<file path="config.mk">
export PLATFORM = sky130hd
export DESIGN_NAME = pll_reconfig_sequencer
export DESIGN_NICKNAME = d
export VERILOG_FILES = /design/src/rtl/pll_reconfig_sequencer.sv
export SDC_FILE = /design/constraint.sdc
export NUM_CORES = 1
export LEC_CHECK = 0
export ABC_CLOCK_PERIOD_IN_PS = 7500
export BUFFER_PORTS_ARGS = -buffer_cell sky130_fd_sc_hd__buf_4
export CAP_MARGIN = 20
export CORE_AREA = 2 2 88 174
export DETAILED_ROUTE_END_ITERATION = 8
export DIE_AREA = 0 0 90 176
export GPL_TIMING_DRIVEN = 0
export PLACE_DENSITY_LB_ADDON = 0.3
export SYNTH_ARGS = -nofsm -noshare
export SYNTH_HDL_FRONTEND = slang
export SYNTH_SLANG_ARGS = --single-unit
</file>
<file path="constraint.sdc">
create_clock -name clk_clk -period 7.5 [get_ports clk_clk]
set_clock_uncertainty 0.05 [all_clocks]
set_input_delay 0.75 -clock clk_clk [delete_from_list [all_inputs] [get_ports clk_clk]]
set_output_delay 0.75 -clock clk_clk [all_outputs]
set_load 0.01 [all_outputs]
</file>
<file path="src/rtl/pll_reconfig_sequencer.sv">
// Avalon-MM master that sequences a complete PLL reconfiguration: mode, N, M, masked C
// counters, start, status poll and lock wait. Define PLL_SEQ_VERIFY_EN for counter read-back.
module pll_reconfig_sequencer #(
  parameter int NUM_CNT     = 4,
  parameter int TIMEOUT_CYC = 65535
) (
  input  logic                    clk_clk,
  input  logic                    reset_reset,
  input  logic                    cfg_start,
  input  logic [17:0]             cfg_n,
  input  logic [17:0]             cfg_m,
  input  logic [18*NUM_CNT-1:0]   cfg_c,
  input  logic [NUM_CNT-1:0]      cfg_c_mask,
  input  logic                    pll_locked,
  output logic                    cfg_busy,
  output logic                    cfg_done,
  output logic                    cfg_error,
  output logic [1:0]              err_code,
  output logic [5:0]              mgmt_address,
  output logic                    mgmt_read,
  output logic                    mgmt_write,
  output logic [31:0]             mgmt_writedata,
  input  logic [31:0]             mgmt_readdata,
  input  logic                    mgmt_waitrequest
);

  localparam int IW = (NUM_CNT > 1) ? $clog2(NUM_CNT) : 1;
  localparam int TW = $clog2(TIMEOUT_CYC + 1);
  localparam logic [IW-1:0] LAST_IDX = IW'(NUM_CNT - 1);
  localparam logic [TW-1:0] TMAX     = TW'(TIMEOUT_CYC - 1);

  localparam logic [5:0] ADDR_MODE   = 6'h00;
  localparam logic [5:0] ADDR_STATUS = 6'h01;
  localparam logic [5:0] ADDR_START  = 6'h02;
  localparam logic [5:0] ADDR_N      = 6'h03;
  localparam logic [5:0] ADDR_M      = 6'h04;
  localparam logic [5:0] ADDR_C      = 6'h05;

  typedef enum logic [3:0] {
    IDLE, MODE, WR_N, WR_M, WR_C, START, POLL, LOCK, VERIFY, DONE, ERR
  } state_t;

  state_t             state;
  logic [17:0]        n_q;
  logic [17:0]        m_q;
  logic [17:0]        c_q [NUM_CNT];
  logic [NUM_CNT-1:0] mask_q;
  logic [IW-1:0]      idx;
  logic [TW-1:0]      timer;
`ifdef PLL_SEQ_VERIFY_EN
  logic [1:0]         vstep;
`endif

  logic        bus_idle;
  logic        xfer_done;
  logic        last_idx;
  logic        timed_out;
  logic [31:0] sel_word;
  logic        unused_rd;

  assign bus_idle  = !mgmt_read && !mgmt_write;
  assign xfer_done = (mgmt_read || mgmt_write) && !mgmt_waitrequest;
  assign last_idx  = (idx == LAST_IDX);
  assign timed_out = (timer == TMAX);
  assign sel_word  = {9'b0, 5'(idx), c_q[idx]};
  assign unused_rd = ^mgmt_readdata[31:1];

  // Configuration snapshot taken only when a start is accepted
  always_ff @(posedge clk_clk) begin
    if (state == IDLE && cfg_start) begin
      n_q    <= cfg_n;
      m_q    <= cfg_m;
      mask_q <= cfg_c_mask;
      for (int i = 0; i < NUM_CNT; i++) c_q[i] <= cfg_c[18*i +: 18];
    end
  end

  // A bus state issues its access while the bus is idle and advances on completion,
  // which leaves the mandatory idle cycle between consecutive transactions.
  always_ff @(posedge clk_clk) begin
    if (reset_reset) begin
      state          <= IDLE;
      mgmt_read      <= 1'b0;
      mgmt_write     <= 1'b0;
      mgmt_address   <= '0;
      mgmt_writedata <= '0;
      cfg_busy       <= 1'b0;
      cfg_done       <= 1'b0;
      cfg_error      <= 1'b0;
      err_code       <= 2'd0;
      idx            <= '0;
      timer          <= '0;
`ifdef PLL_SEQ_VERIFY_EN
      vstep          <= 2'd0;
`endif
    end else begin
      cfg_done  <= 1'b0;
      cfg_error <= 1'b0;
      case (state)
        IDLE: if (cfg_start) begin
          cfg_busy <= 1'b1;
          err_code <= 2'd0;
          idx      <= '0;
          state    <= MODE;
        end
        MODE: if (bus_idle) begin
          mgmt_write     <= 1'b1;
          mgmt_address   <= ADDR_MODE;
          mgmt_writedata <= 32'd1;
        end else if (xfer_done) begin
          mgmt_write <= 1'b0;
          state      <= WR_N;
        end
        WR_N: if (bus_idle) begin
          mgmt_write     <= 1'b1;
          mgmt_address   <= ADDR_N;
          mgmt_writedata <= {14'b0, n_q};
        end else if (xfer_done) begin
          mgmt_write <= 1'b0;
          state      <= WR_M;
        end
        WR_M: if (bus_idle) begin
          mgmt_write     <= 1'b1;
          mgmt_address   <= ADDR_M;
          mgmt_writedata <= {14'b0, m_q};
        end else if (xfer_done) begin
          mgmt_write <= 1'b0;
          state      <= WR_C;
        end
        WR_C: if (bus_idle) begin
          if (mask_q[idx]) begin
            mgmt_write     <= 1'b1;
            mgmt_address   <= ADDR_C;
            mgmt_writedata <= sel_word;
          end else if (last_idx) begin
            idx   <= '0;
            state <= START;
          end else begin
            idx <= idx + 1'b1;
          end
        end else if (xfer_done) begin
          mgmt_write <= 1'b0;
          if (last_idx) begin
            idx   <= '0;
            state <= START;
          end else begin
            idx <= idx + 1'b1;
          end
        end
        START: if (bus_idle) begin
          mgmt_write     <= 1'b1;
          mgmt_address   <= ADDR_START;
          mgmt_writedata <= 32'd1;
        end else if (xfer_done) begin
          mgmt_write <= 1'b0;
          timer      <= '0;
          state      <= POLL;
        end
        POLL: begin
          if (xfer_done && mgmt_readdata[0]) begin
            mgmt_read <= 1'b0;
            timer     <= '0;
            state     <= LOCK;
          end else if (timed_out) begin
            // Any outstanding status read is abandoned
            mgmt_read <= 1'b0;
            cfg_error <= 1'b1;
            cfg_busy  <= 1'b0;
            err_code  <= 2'd1;
            state     <= ERR;
          end else begin
            timer <= timer + 1'b1;
            if (bus_idle) begin
              mgmt_read    <= 1'b1;
              mgmt_address <= ADDR_STATUS;
            end else if (xfer_done) begin
              mgmt_read <= 1'b0;
            end
          end
        end
        LOCK: begin
          if (pll_locked) begin
`ifdef PLL_SEQ_VERIFY_EN
            vstep <= 2'd0;
            idx   <= '0;
            state <= VERIFY;
`else
            cfg_done <= 1'b1;
            cfg_busy <= 1'b0;
            state    <= DONE;
`endif
          end else if (timed_out) begin
            cfg_error <= 1'b1;
            cfg_busy  <= 1'b0;
            err_code  <= 2'd2;
            state     <= ERR;
          end else begin
            timer <= timer + 1'b1;
          end
        end
`ifdef PLL_SEQ_VERIFY_EN
        // vstep: 0 read N, 1 read M, 2 select C[idx] (rewrite same word), 3 read C[idx]
        VERIFY: begin
          if (bus_idle) begin
            case (vstep)
              2'd0: begin
                mgmt_read    <= 1'b1;
                mgmt_address <= ADDR_N;
              end
              2'd1: begin
                mgmt_read    <= 1'b1;
                mgmt_address <= ADDR_M;
              end
              2'd2: begin
                if (mask_q[idx]) begin
                  mgmt_write     <= 1'b1;
                  mgmt_address   <= ADDR_C;
                  mgmt_writedata <= sel_word;
                end else if (last_idx) begin
                  cfg_done <= 1'b1;
                  cfg_busy <= 1'b0;
                  state    <= DONE;
                end else begin
                  idx <= idx + 1'b1;
                end
              end
              default: begin
                mgmt_read    <= 1'b1;
                mgmt_address <= ADDR_C;
              end
            endcase
          end else if (xfer_done) begin
            mgmt_read  <= 1'b0;
            mgmt_write <= 1'b0;
            if ((vstep == 2'd0 && mgmt_readdata[17:0] != n_q) ||
                (vstep == 2'd1 && mgmt_readdata[17:0] != m_q) ||
                (vstep == 2'd3 && mgmt_readdata[17:0] != c_q[idx])) begin
              cfg_error <= 1'b1;
              cfg_busy  <= 1'b0;
              err_code  <= 2'd3;
              state     <= ERR;
            end else if (vstep == 2'd3 && last_idx) begin
              cfg_done <= 1'b1;
              cfg_busy <= 1'b0;
              state    <= DONE;
            end else if (vstep == 2'd3) begin
              idx   <= idx + 1'b1;
              vstep <= 2'd2;
            end else begin
              vstep <= vstep + 2'd1;
            end
          end
        end
`endif
        DONE:    state <= IDLE;
        ERR:     state <= IDLE;
        default: state <= IDLE;
      endcase
    end
  end

endmodule

</file>
==> impl_metrics.tcl <==
set metrics [dict create \
    status "finished clean" \
    end_kind "flip-flop" \
    num_vias 4914 \
    ys.flop_type "edfxtp_1" \
    syn_avg_cell_area_um2 13.6 \
    synth_common_cells "112 x edfxtp_1, 54 x dfxtp_1, 40 x nor2_1, 32 x a21oi_1, 21 x a211oi_1" \
    ctsResizeCount 0 \
    crit_required_ps 7550 \
    core.rowCount 62 \
    r2r-start "state[2]$_SDFFE_PP0P_" \
    totalWireLength_um 16700 \
    stdcell_area_mm2 0.00878 \
    ys_seq_area_share_pct 65.4 \
    hold_buffers 0 \
    critPathMaxFanout 66 \
    ys_types 63 \
    finalSetupViolCount 0 \
    fp.coreArea_mm2 0.0144 \
    io_buffer_count 146 \
    ant_nets 0 \
    ioPinCount 194 \
    rsz0062_at_grt "false" \
    wl_per_cell_um 18.9 \
    fp.dieArea_mm2 0.0158 \
    crit_arrival_ps 2590 \
    finalSetupTns_ps 0 \
    rrSetupSlack_ps 4950 \
    cts_buffers 17 \
    drive_gt1_share_pct 33.8 \
    grt_pass1_vias 5224 \
    syn_area_mm2 0.00679 \
    slew_violations 0 \
    dieWidth_um 90 \
    ys_ff_latch 166 \
    clk_pin_slew_worst_paths_ps 60 \
    cellPowerDensity_mw_per_mm2 323 \
    nets 830 \
    grt_pass1_wl_um 26000 \
    crit_type "flip-flop to flip-flop" \
    min_path_cells 2 \
    seqCellArea_mm2 0.00444 \
    finalCritPeriodShare_pct 34.0 \
    synth_area_leaders "edfxtp_1 50%, dfxtp_1 16%, mux4_2 6.3%" \
    cp-start-kind "flip-flop" \
    netlist_instances 498 \
    p_leak_nw 3.25 \
    synth_warnings 0 \
    hpwl_um 12500 \
    drt_iter0_drc 302 \
    worst_slew_pin_slew_ps 896 \
    antenna_found_initial 0 \
    post_cts_buffers 0 \
    drtPass1Iterations 5 \
    grt_overflow 0 \
    die_h_um 176 \
    async_flop_share_pct 0 \
    cts_sinks 166 \
    fmax_ghz 0.393 \
    cts_tree "done" \
    vias_per_cell 5.57 \
    htree_levels 4 \
    synthToLayoutAreaGrowth_pct 29.3 \
    hold_end "mgmt_writedata[19]$_SDFFE_PP0P_" \
    cts-root-buf "clkbuf_16" \
    multiInputGateArea_mm2 0.00210 \
    grt_max_degree 67 \
    r2r_end "c_q[0][4]$_DFFE_PP_" \
    drc 0 \
    clockBufferDepth 2 \
    hold_path_startpoint "mgmt_writedata[19]$_SDFFE_PP0P_" \
    hold_violations 0 \
    vdd_ir_drop_max_uv 290 \
    clk_latency_ps 420 \
    yosysTopAreaCell "edfxtp_1" \
    fin_crit_ps 2550 \
    reg2reg_depth 6 \
    synth_top_cell_area_share_pct 49.5 \
    synth_edf_count 112 \
    hp-class "flip-flop to flip-flop" \
    drv_cap 0 \
    fill_cells 1186 \
    n_antenna_cell 0 \
    place_congestion 0.919 \
    placed_area_mm2 0.00821 \
    start_util_pct 47.1 \
    grt_usage_pct 21.6 \
    relSlewSlack_pct 39.8 \
    yosysMostFrequentCell "edfxtp_1" \
]
## layout by cell type (no fill, tap or decap), types with 3 or more instances in the layout
cell type | Yosys | routed
o31ai_1 | 7 | 7
nor3_1 | 5 | 5
clkinv_1 | 0 | 3
a21oi_1 | 32 | 32
a211oi_1 | 21 | 21
or2_2 | 3 | 3
nor2_1 | 40 | 40
mux4_2 | 19 | 19
o21ai_0 | 15 | 15
bufinv_16 | 0 | 3
clkbuf_16 | 0 | 17
a31oi_1 | 5 | 5
buf_6 | 4 | 4
and3_1 | 4 | 4
ha_1 | 3 | 3
nand3_1 | 15 | 15
or3_1 | 8 | 8
edfxtp_1 | 112 | 112
a222oi_1 | 17 | 17
buf_4 | 15 | 161
conb_1 | 1 | 15
clkbuf_1 | 15 | 18
dfxtp_1 | 54 | 54
o211ai_1 | 3 | 3
nand2b_1 | 6 | 6
inv_1 | 11 | 10
nand2_1 | 20 | 20
nand4_1 | 4 | 4
buf_2 | 8 | 8
or4_1 | 6 | 6
## layer usage
metal | wire length (um) | track usage (%)
met5 | 0 | 0
met3 | 913 | 5.25
met4 | 835 | 12.9
met1 | 5380 | 20.2
met2 | 9540 | 41.4
## state kept, by name, indices dropped and copies added, names as in the netlist, named ones only
| signal | cells |
|---|---|
| cfg_done | 1 |
| cfg_busy | 1 |
| mgmt_writedata | 20 |
| state | 4 |
| timer | 16 |
| m_q | 18 |
| c_q | 72 |
| mgmt_address | 3 |
| idx | 2 |
| mgmt_read | 1 |
| n_q | 18 |
| cfg_error | 1 |
| err_code | 2 |
| mask_q | 4 |
| mgmt_write | 1 |
## worst max path at each step
stage                     slack, ps                  start                     to
after floorplan                3860  state[2]$_SDFFE_PP0P_    c_q[0][0]$_DFFE_PP_
after global placement         2960  state[2]$_SDFFE_PP0P_    c_q[2][5]$_DFFE_PP_
after detailed placement       4940       mgmt_waitrequest  timer[3]$_SDFFE_PP0P_
after CTS                      4970  state[2]$_SDFFE_PP0P_    c_q[0][4]$_DFFE_PP_
after global routing           4740  state[2]$_SDFFE_PP0P_       n_q[4]$_DFFE_PP_
final                          4950  state[2]$_SDFFE_PP0P_    c_q[0][4]$_DFFE_PP_
## cells by family (layout without fill, tap and decap cells)
logic type / Yosys count / after routing / synth area share, %
AO/OA/AOI/OAI: 121 / 121 / 12.5
XOR/XNOR: 2 / 2 / 0.258
adder cells (fa/ha/maj): 3 / 3 / 0.553
buffers and inverters: 55 / 233 / 4.46
flip-flops: 166 / 166 / 65.4
multiplexers: 20 / 20 / 6.47
other: 1 / 15 / 0.0552
AND/OR/NAND/NOR: 130 / 130 / 10.3
## area by class of cell
| class | instances | share of cell area, % |
|---|---|---|
| multi-input cells | 291 | 23.9 |
| clock inverters | 11 | 1.51 |
| plain buffers | 44 | 2.98 |
| repair buffers | 147 | 12.8 |
| clock buffers | 20 | 4.97 |
| well taps | 192 | 2.74 |
| inverters | 11 | 0.499 |
| flip-flops and latches | 166 | 50.6 |
## worst max-delay path, cell delays in order (launching register included)
cell     delay, ps
dfxtp_1        390
buf_2          220
buf_1          250
nor2_1         180
nand3_1        200
inv_4          510
buf_16         350
## per-stage QoR
step	setup slack [ps]	std cells	hold slack, ps	total power, mW	utilization, %
final	4950	882	423	2.84	60.9
after global routing	4740	882	431	2.97	60.9
after CTS	4970	882	428	2.85	60.9
after detailed placement	4940	851	419	2.00	56.9
after global placement	2960	850	414	1.98	56.7
after floorplan	3860	512	404	1.72	-
## power by group
group          internal, mW  leakage [nW]  switching [mW]
combinational         0.291          1.47           0.403
clock                 0.516         0.273           0.331
sequential             1.22          1.51          0.0756
total                  2.03          3.25           0.810
No activity file was read; power rests on OpenSTA's default activity.
